$ cat config.mk
export PLATFORM = sky130hd
export DESIGN_NAME = alu_rr_sched_flat
export DESIGN_NICKNAME = d
export VERILOG_FILES = /design/src/rtl/alu_rr_sched_if.sv /design/src/rtl/alu_rr_sched.sv /design/src/flat_wrapper.sv
export SDC_FILE = /design/constraint.sdc
export NUM_CORES = 1
export LEC_CHECK = 0
export CAP_MARGIN = 0
export CORE_ASPECT_RATIO = 0.6
export CORE_MARGIN = 3
export CORE_UTILIZATION = 43
export CTS_BUF_LIST = sky130_fd_sc_hd__clkbuf_16
export DETAILED_ROUTE_END_ITERATION = 7
export GPL_TIMING_DRIVEN = 0
export MAX_ROUTING_LAYER = met4
export PLACE_DENSITY = 0.95
export SYNTH_ARGS = -nofsm -noshare
export SYNTH_HDL_FRONTEND = slang
export SYNTH_SLANG_ARGS = --single-unit
$ cat constraint.sdc
create_clock -name clk -period 2.62 [get_ports clk]
set_clock_uncertainty 0.1 [all_clocks]
set_input_delay 0.393 -clock clk [delete_from_list [all_inputs] [get_ports clk]]
set_output_delay 0.393 -clock clk [all_outputs]
set_load 0.01 [all_outputs]
$ cat src/rtl/alu_rr_sched_if.sv
// Bundle of the two requester channels, the shared response channel and the ALU operand/result port.
// slave = scheduler side; master = requesters, response consumer and ALU side.
interface alu_rr_sched_if #(
  parameter int WIDTH = 16,
  parameter int OPW   = 2
);
  logic             req0_valid;
  logic             req0_ready;
  logic [OPW-1:0]   req0_op;
  logic [WIDTH-1:0] req0_a;
  logic [WIDTH-1:0] req0_b;

  logic             req1_valid;
  logic             req1_ready;
  logic [OPW-1:0]   req1_op;
  logic [WIDTH-1:0] req1_a;
  logic [WIDTH-1:0] req1_b;

  logic             rsp_valid;
  logic             rsp_ready;
  logic             rsp_id;
  logic [WIDTH-1:0] rsp_data;
  logic             rsp_cout;

  logic [OPW-1:0]   alu_op;
  logic [WIDTH-1:0] alu_i0;
  logic [WIDTH-1:0] alu_i1;
  logic [WIDTH-1:0] alu_o;
  logic             alu_cout;

  modport slave (
    input  req0_valid, req0_op, req0_a, req0_b,
    input  req1_valid, req1_op, req1_a, req1_b,
    input  rsp_ready, alu_o, alu_cout,
    output req0_ready, req1_ready,
    output rsp_valid, rsp_id, rsp_data, rsp_cout,
    output alu_op, alu_i0, alu_i1
  );

  modport master (
    output req0_valid, req0_op, req0_a, req0_b,
    output req1_valid, req1_op, req1_a, req1_b,
    output rsp_ready, alu_o, alu_cout,
    input  req0_ready, req1_ready,
    input  rsp_valid, rsp_id, rsp_data, rsp_cout,
    input  alu_op, alu_i0, alu_i1
  );
endinterface

$ cat src/rtl/alu_rr_sched.sv
// Round-robin arbiter sharing one combinational ALU between two requesters; ALU_STATS_EN adds op/stall counters.
// Latency: response valid two cycles after the accept cycle; one op per 3 cycles at best.
// Backpressure: response held stable until rsp_ready; no request accepted while busy.
module alu_rr_sched #(
  parameter int WIDTH = 16,
  parameter int OPW   = 2,
  parameter int STATW = 16
) (
  input  logic               clk,
  input  logic               reset,
  alu_rr_sched_if.slave      bus
`ifdef ALU_STATS_EN
  ,
  output logic [STATW-1:0]   stat_ops0,
  output logic [STATW-1:0]   stat_ops1,
  output logic [STATW-1:0]   stat_stall
`endif
);

  typedef enum logic [1:0] {
    S_IDLE = 2'd0,
    S_EXEC = 2'd1,
    S_RESP = 2'd2
  } state_t;

  state_t           r_state;
  state_t           w_state_nxt;
  logic             r_last;
  logic [OPW-1:0]   r_op;
  logic [WIDTH-1:0] r_i0;
  logic [WIDTH-1:0] r_i1;
  logic             r_id;
  logic [WIDTH-1:0] r_data;
  logic             r_cout;

  logic w_idle;
  logic w_g0;
  logic w_g1;
  logic w_rdy0;
  logic w_rdy1;
  logic w_acc;

  // On a tie the requester that did not win last time gets the grant.
  assign w_idle = (r_state == S_IDLE) && !reset;
  assign w_g0   = bus.req0_valid && (!bus.req1_valid || r_last);
  assign w_g1   = bus.req1_valid && (!bus.req0_valid || !r_last);
  assign w_rdy0 = w_idle && w_g0;
  assign w_rdy1 = w_idle && w_g1;
  assign w_acc  = w_rdy0 || w_rdy1;

  always_comb begin
    w_state_nxt = r_state;
    unique case (r_state)
      S_IDLE:  if (w_acc) w_state_nxt = S_EXEC;
      S_EXEC:  w_state_nxt = S_RESP;
      S_RESP:  if (bus.rsp_ready) w_state_nxt = S_IDLE;
      default: w_state_nxt = S_IDLE;
    endcase
  end

  always_ff @(posedge clk or posedge reset) begin
    if (reset) begin
      r_state <= S_IDLE;
    end else begin
      r_state <= w_state_nxt;
    end
  end

  always_ff @(posedge clk or posedge reset) begin
    if (reset) begin
      r_last <= 1'b1;
      r_op   <= '0;
      r_i0   <= '0;
      r_i1   <= '0;
      r_id   <= 1'b0;
      r_data <= '0;
      r_cout <= 1'b0;
    end else begin
      if (w_acc) begin
        r_op   <= w_g1 ? bus.req1_op : bus.req0_op;
        r_i0   <= w_g1 ? bus.req1_a  : bus.req0_a;
        r_i1   <= w_g1 ? bus.req1_b  : bus.req0_b;
        r_id   <= w_g1;
        r_last <= w_g1;
      end
      if (r_state == S_EXEC) begin
        r_data <= bus.alu_o;
        r_cout <= bus.alu_cout;
      end
    end
  end

  assign bus.req0_ready = w_rdy0;
  assign bus.req1_ready = w_rdy1;
  assign bus.rsp_valid  = (r_state == S_RESP);
  assign bus.rsp_id     = r_id;
  assign bus.rsp_data   = r_data;
  assign bus.rsp_cout   = r_cout;
  assign bus.alu_op     = r_op;
  assign bus.alu_i0     = r_i0;
  assign bus.alu_i1     = r_i1;

`ifdef ALU_STATS_EN
  localparam logic [STATW-1:0] STAT_MAX = '1;

  logic [STATW-1:0] r_ops0;
  logic [STATW-1:0] r_ops1;
  logic [STATW-1:0] r_stall;

  // Counters stick at all-ones rather than wrapping.
  always_ff @(posedge clk or posedge reset) begin
    if (reset) begin
      r_ops0  <= '0;
      r_ops1  <= '0;
      r_stall <= '0;
    end else begin
      if (w_rdy0 && (r_ops0 != STAT_MAX)) r_ops0 <= r_ops0 + 1'b1;
      if (w_rdy1 && (r_ops1 != STAT_MAX)) r_ops1 <= r_ops1 + 1'b1;
      if ((r_state == S_RESP) && !bus.rsp_ready && (r_stall != STAT_MAX))
        r_stall <= r_stall + 1'b1;
    end
  end

  assign stat_ops0  = r_ops0;
  assign stat_ops1  = r_ops1;
  assign stat_stall = r_stall;
`else
  logic w_unused_statw;
  assign w_unused_statw = (STATW > 0);
`endif

endmodule

$ cat src/flat_wrapper.sv
// flat-port wrapper written by rule: the top's interface ports become plain ports
module alu_rr_sched_flat 
#(
  parameter int WIDTH = 16,
  parameter int OPW   = 2,
  parameter int STATW = 16
)
  (clk, reset, bus_req0_valid, bus_req0_op, bus_req0_a, bus_req0_b, bus_req1_valid, bus_req1_op, bus_req1_a, bus_req1_b, bus_rsp_ready, bus_alu_o, bus_alu_cout, bus_req0_ready, bus_req1_ready, bus_rsp_valid, bus_rsp_id, bus_rsp_data, bus_rsp_cout, bus_alu_op, bus_alu_i0, bus_alu_i1);
  alu_rr_sched_if #(.WIDTH(WIDTH), .OPW(OPW)) bus_i ();
  input  logic clk;
  input  logic reset;
  input wire logic [$bits(bus_i.req0_valid)-1:0] bus_req0_valid;
  input wire logic [$bits(bus_i.req0_op)-1:0] bus_req0_op;
  input wire logic [$bits(bus_i.req0_a)-1:0] bus_req0_a;
  input wire logic [$bits(bus_i.req0_b)-1:0] bus_req0_b;
  input wire logic [$bits(bus_i.req1_valid)-1:0] bus_req1_valid;
  input wire logic [$bits(bus_i.req1_op)-1:0] bus_req1_op;
  input wire logic [$bits(bus_i.req1_a)-1:0] bus_req1_a;
  input wire logic [$bits(bus_i.req1_b)-1:0] bus_req1_b;
  input wire logic [$bits(bus_i.rsp_ready)-1:0] bus_rsp_ready;
  input wire logic [$bits(bus_i.alu_o)-1:0] bus_alu_o;
  input wire logic [$bits(bus_i.alu_cout)-1:0] bus_alu_cout;
  output wire logic [$bits(bus_i.req0_ready)-1:0] bus_req0_ready;
  output wire logic [$bits(bus_i.req1_ready)-1:0] bus_req1_ready;
  output wire logic [$bits(bus_i.rsp_valid)-1:0] bus_rsp_valid;
  output wire logic [$bits(bus_i.rsp_id)-1:0] bus_rsp_id;
  output wire logic [$bits(bus_i.rsp_data)-1:0] bus_rsp_data;
  output wire logic [$bits(bus_i.rsp_cout)-1:0] bus_rsp_cout;
  output wire logic [$bits(bus_i.alu_op)-1:0] bus_alu_op;
  output wire logic [$bits(bus_i.alu_i0)-1:0] bus_alu_i0;
  output wire logic [$bits(bus_i.alu_i1)-1:0] bus_alu_i1;
  assign bus_i.req0_valid = bus_req0_valid;
  assign bus_i.req0_op = bus_req0_op;
  assign bus_i.req0_a = bus_req0_a;
  assign bus_i.req0_b = bus_req0_b;
  assign bus_i.req1_valid = bus_req1_valid;
  assign bus_i.req1_op = bus_req1_op;
  assign bus_i.req1_a = bus_req1_a;
  assign bus_i.req1_b = bus_req1_b;
  assign bus_i.rsp_ready = bus_rsp_ready;
  assign bus_i.alu_o = bus_alu_o;
  assign bus_i.alu_cout = bus_alu_cout;
  assign bus_req0_ready = bus_i.req0_ready;
  assign bus_req1_ready = bus_i.req1_ready;
  assign bus_rsp_valid = bus_i.rsp_valid;
  assign bus_rsp_id = bus_i.rsp_id;
  assign bus_rsp_data = bus_i.rsp_data;
  assign bus_rsp_cout = bus_i.rsp_cout;
  assign bus_alu_op = bus_i.alu_op;
  assign bus_alu_i0 = bus_i.alu_i0;
  assign bus_alu_i1 = bus_i.alu_i1;
  alu_rr_sched #(.WIDTH(WIDTH), .OPW(OPW), .STATW(STATW)) u_core (.clk(clk), .reset(reset), .bus(bus_i));
endmodule
==> results.md <==
- Initial antenna violation count: 0
- Full die area: ~0.0076 mm²
- Max-cap violation count: 0
- Layout Nets: between 400 and 500
- Final Non-Filler Cells: slightly above 400
- CP Capture Type: primary output
- CP startpoint kind: input pin
- FF-to-FF End: u_core.bus.alu_i0[4]
- Crit path cell chain: clkdlybuf4s50_1 -> a21bo_1 -> buf_2 -> buf_6 -> nor4_1 -> dlygate4sd2_1
- Cells after Synth: 177
- Cell row count: 22
- DR WL/cell: approximately 19 µm
- CP Class: in -> out
- Clk sinks: 55
- Worst slew pin tran: around 600 ps
- RSZ-0062 raised after global routing: no
- Status: finished clean
- Main area contributors after synthesis: dfrtp_1, o32ai_2, a2bb2oi_2, mux2_1, buf_6
- Share of the synthesized area in the top cell type: 47.8%
- Final wirelength: 7820 µm
- DRC: 0
- Fill count: between 400 and 500
- P&R area growth vs syn: 60.2%
- First-pass GRT wire length: between 10000 and 15000 µm
- Synth Net Count: around 270
- Post-synth top area cell: dfrtp_1
- Cts bufs inserted: 5
- F_max: about 0.40 GHz
- Worst Path Required: roughly 2100 ps
- Pin count of the biggest net entering global routing: 30
- Post-CTS Setup Repair Bufs: 0
- TNS Setup: 0 ps
- Average vias per placed instance: roughly 5.4
- DR iter-0 viols: 54
- Final HPWL DP: approximately 6000 µm
- I/O pin cnt: 145
- Post-DRT Antenna Nets: 0
- Final hold vios: 0
- GP Congestion: 0.796
- R2R setup slack: 980 ps
- Footprint of the multi-input gates: 0.00128 mm²
- GRT overflow: 0
- Yosys cell types: 23
- Root Buffer: clkbuf_16
- Yosys warns: 0
- Starting density of the core: roughly 45%
- Final Critical Period: approximately 2500 ps
- Final Setup Violations: 0
- Clk pin slew, worst setup/hold paths: about 70 ps
- Slowest stage cell on the critical path: clkdlybuf4s50_1
- Largest delay share family, worst path: buffers and inverters
- Pleak: between 1.5 and 2 nW
- Mapped Area: ~0.0028 mm²
- Total power: ~4.3 mW
- Clock Latency Late Sink: 280 ps
- Die X: roughly 110 µm
- Sequential cell area: between 0.001 and 0.0015 mm²
- PortBufs: 144
- Syn Area/Cell: 16.0 µm²
- Relative slew slack: between 60% and 70%
- Hold WC Path Type: reg -> reg
- Critical Path AT: around 2000 ps
- Final max-slew violation count: 0
- Sequential-to-total area share from yosys stat: between 40 and 50%
- Max Buffers Root-to-Sink: 2
- Core area: approximately 0.0062 mm²
- Ratio of final minimum period to clock period: between 90% and 100%
- CP Capture Point: bus_req1_ready
- CTS tree: built
- Inserted Diodes: 0
- Htree depth: 2
- Die height: just under 70 µm
- Vias in the first global route: ~2400
- Critical Path Fanout Max: 10
- Reg2Reg Depth: 4
- Setup crit start: bus_req1_valid
- Final Util: between 70% and 80%
- Via Count: 2233
- GRT Overall Usage: between 20% and 30%
- Max VDD drop: ~0.00052 V
- Critical R2R Launch: u_core.r_state[0]
- Critical Path Max Stage Delay: ~540 ps
- Placed cells: between 400 and 500
- Crit path depth: 6
- Layout cell share with drive strength beyond 1: 27.6%
- Drt pass-1 iters: 4
- Pwr Density: approximately 950 mW/mm²
- Buf/Inv on CP: 4
- Yosys reg bits: 55
## cell families after synthesis
kind of cell	synth area share [%]
buffers and inverters	6.19
AOI/OAI and AO/OA	36.5
DFF	48.7
muxes	6.77
and+or+nand+nor	1.81
## layer usage
layer | vias up | part of all wire [%] | global-route usage, %
li1 | 1019 | - | -
met2 | 107 | 47 | 35.2
met3 | 8 | 7.2 | 5.67
met5 | - | 0 | -
met1 | 1099 | 45 | 27.4
met4 | 0 | 0.87 | 4.92
## through the flow
stage               area, µm²  worst slack, ps  hold slack [ps]
finish                   4530              148              395
global route             4530             65.2              403
CTS                      4530              133              398
detailed placement       4400             -157              382
global placement         4380             -296              375
floorplan                2830              786              363
## report_power, final
part           total, mW  leakage, nW  switching [mW]  internal [mW]
combinational       2.18         1.05           0.831           1.35
sequential          1.52        0.612           0.266           1.25
clock              0.624       0.0724           0.278          0.346
## registers in the layout, summed over array words and instances (netlist names)
name                 cells
u_core.bus.alu_i0       16
u_core.bus.alu_i1       16
u_core.bus.alu_op        2
u_core.bus.rsp_cout      1
u_core.bus.rsp_data     16
u_core.bus.rsp_id        1
u_core.r_last            1
u_core.r_state           2
## how the worst min path moves through the flow
stage	startpoint	endpoint	slack, ps	depth (start not counted)
2_1_floorplan	bus_req0_valid	u_core.r_last	360	1
4_1_cts	u_core.bus.rsp_data[1]	u_core.bus.rsp_data[1]	400	1
5_1_grt	u_core.bus.rsp_data[1]	u_core.bus.rsp_data[1]	400	1
6_report	u_core.bus.rsp_data[1]	u_core.bus.rsp_data[1]	400	1
3_5_place_dp	u_core.bus.rsp_data[1]	u_core.bus.rsp_data[1]	380	1
3_3_place_gp	u_core.bus.rsp_data[10]	u_core.bus.rsp_data[10]	380	1
## what timing repair did
item | CTS | global route
endpoints found under the setup margin | 2 | 0
hold buffers | 0 | 0
gates resized for setup | 2 | 0
## cell type report
class / count / share of cell area (%)
plain buffers: 21 / 3.62
clock buffers: 5 / 2.76
flip-flops and latches: 55 / 30.4
inverters: 3 / 0.249
multi-input cells: 98 / 28.2
repair buffers: 145 / 32.2
clock inverters: 3 / 0.276
well taps: 84 / 2.32
## Yosys cell counts
cell       number
buf_2           8
a2bb2oi_1       5
o21ai_1         1
mux2_1         17
inv_1           2
dfstp_2         1
buf_6           7
a21oi_1         2
inv_2           1
nor4_1          1
buf_4           6
o32ai_1         5
dfrtp_1        54
nor3_2          1
nor2b_1         1
a21bo_1         1
o21a_1          1
nor3b_2         1
a2bb2oi_2      29
a31oi_1         1
nor2_1          1
o32ai_2        29
nand2b_1        2
## layout by cell type (no fill, tap or decap), types with 2 or more instances in the layout
cell | Yosys | routed
clkdlybuf4s50_1 | 0 | 142
dfrtp_1 | 54 | 54
o32ai_2 | 29 | 29
a2bb2oi_2 | 29 | 29
mux2_1 | 17 | 17
buf_2 | 8 | 8
buf_6 | 7 | 7
buf_4 | 6 | 6
o32ai_1 | 5 | 5
a2bb2oi_1 | 5 | 5
clkbuf_16 | 0 | 5
inv_2 | 1 | 2
a21oi_1 | 2 | 2
nand2b_1 | 2 | 2
inv_1 | 2 | 2
dlygate4sd2_1 | 0 | 2
Note: power is estimated with default switching activity, not from simulation.
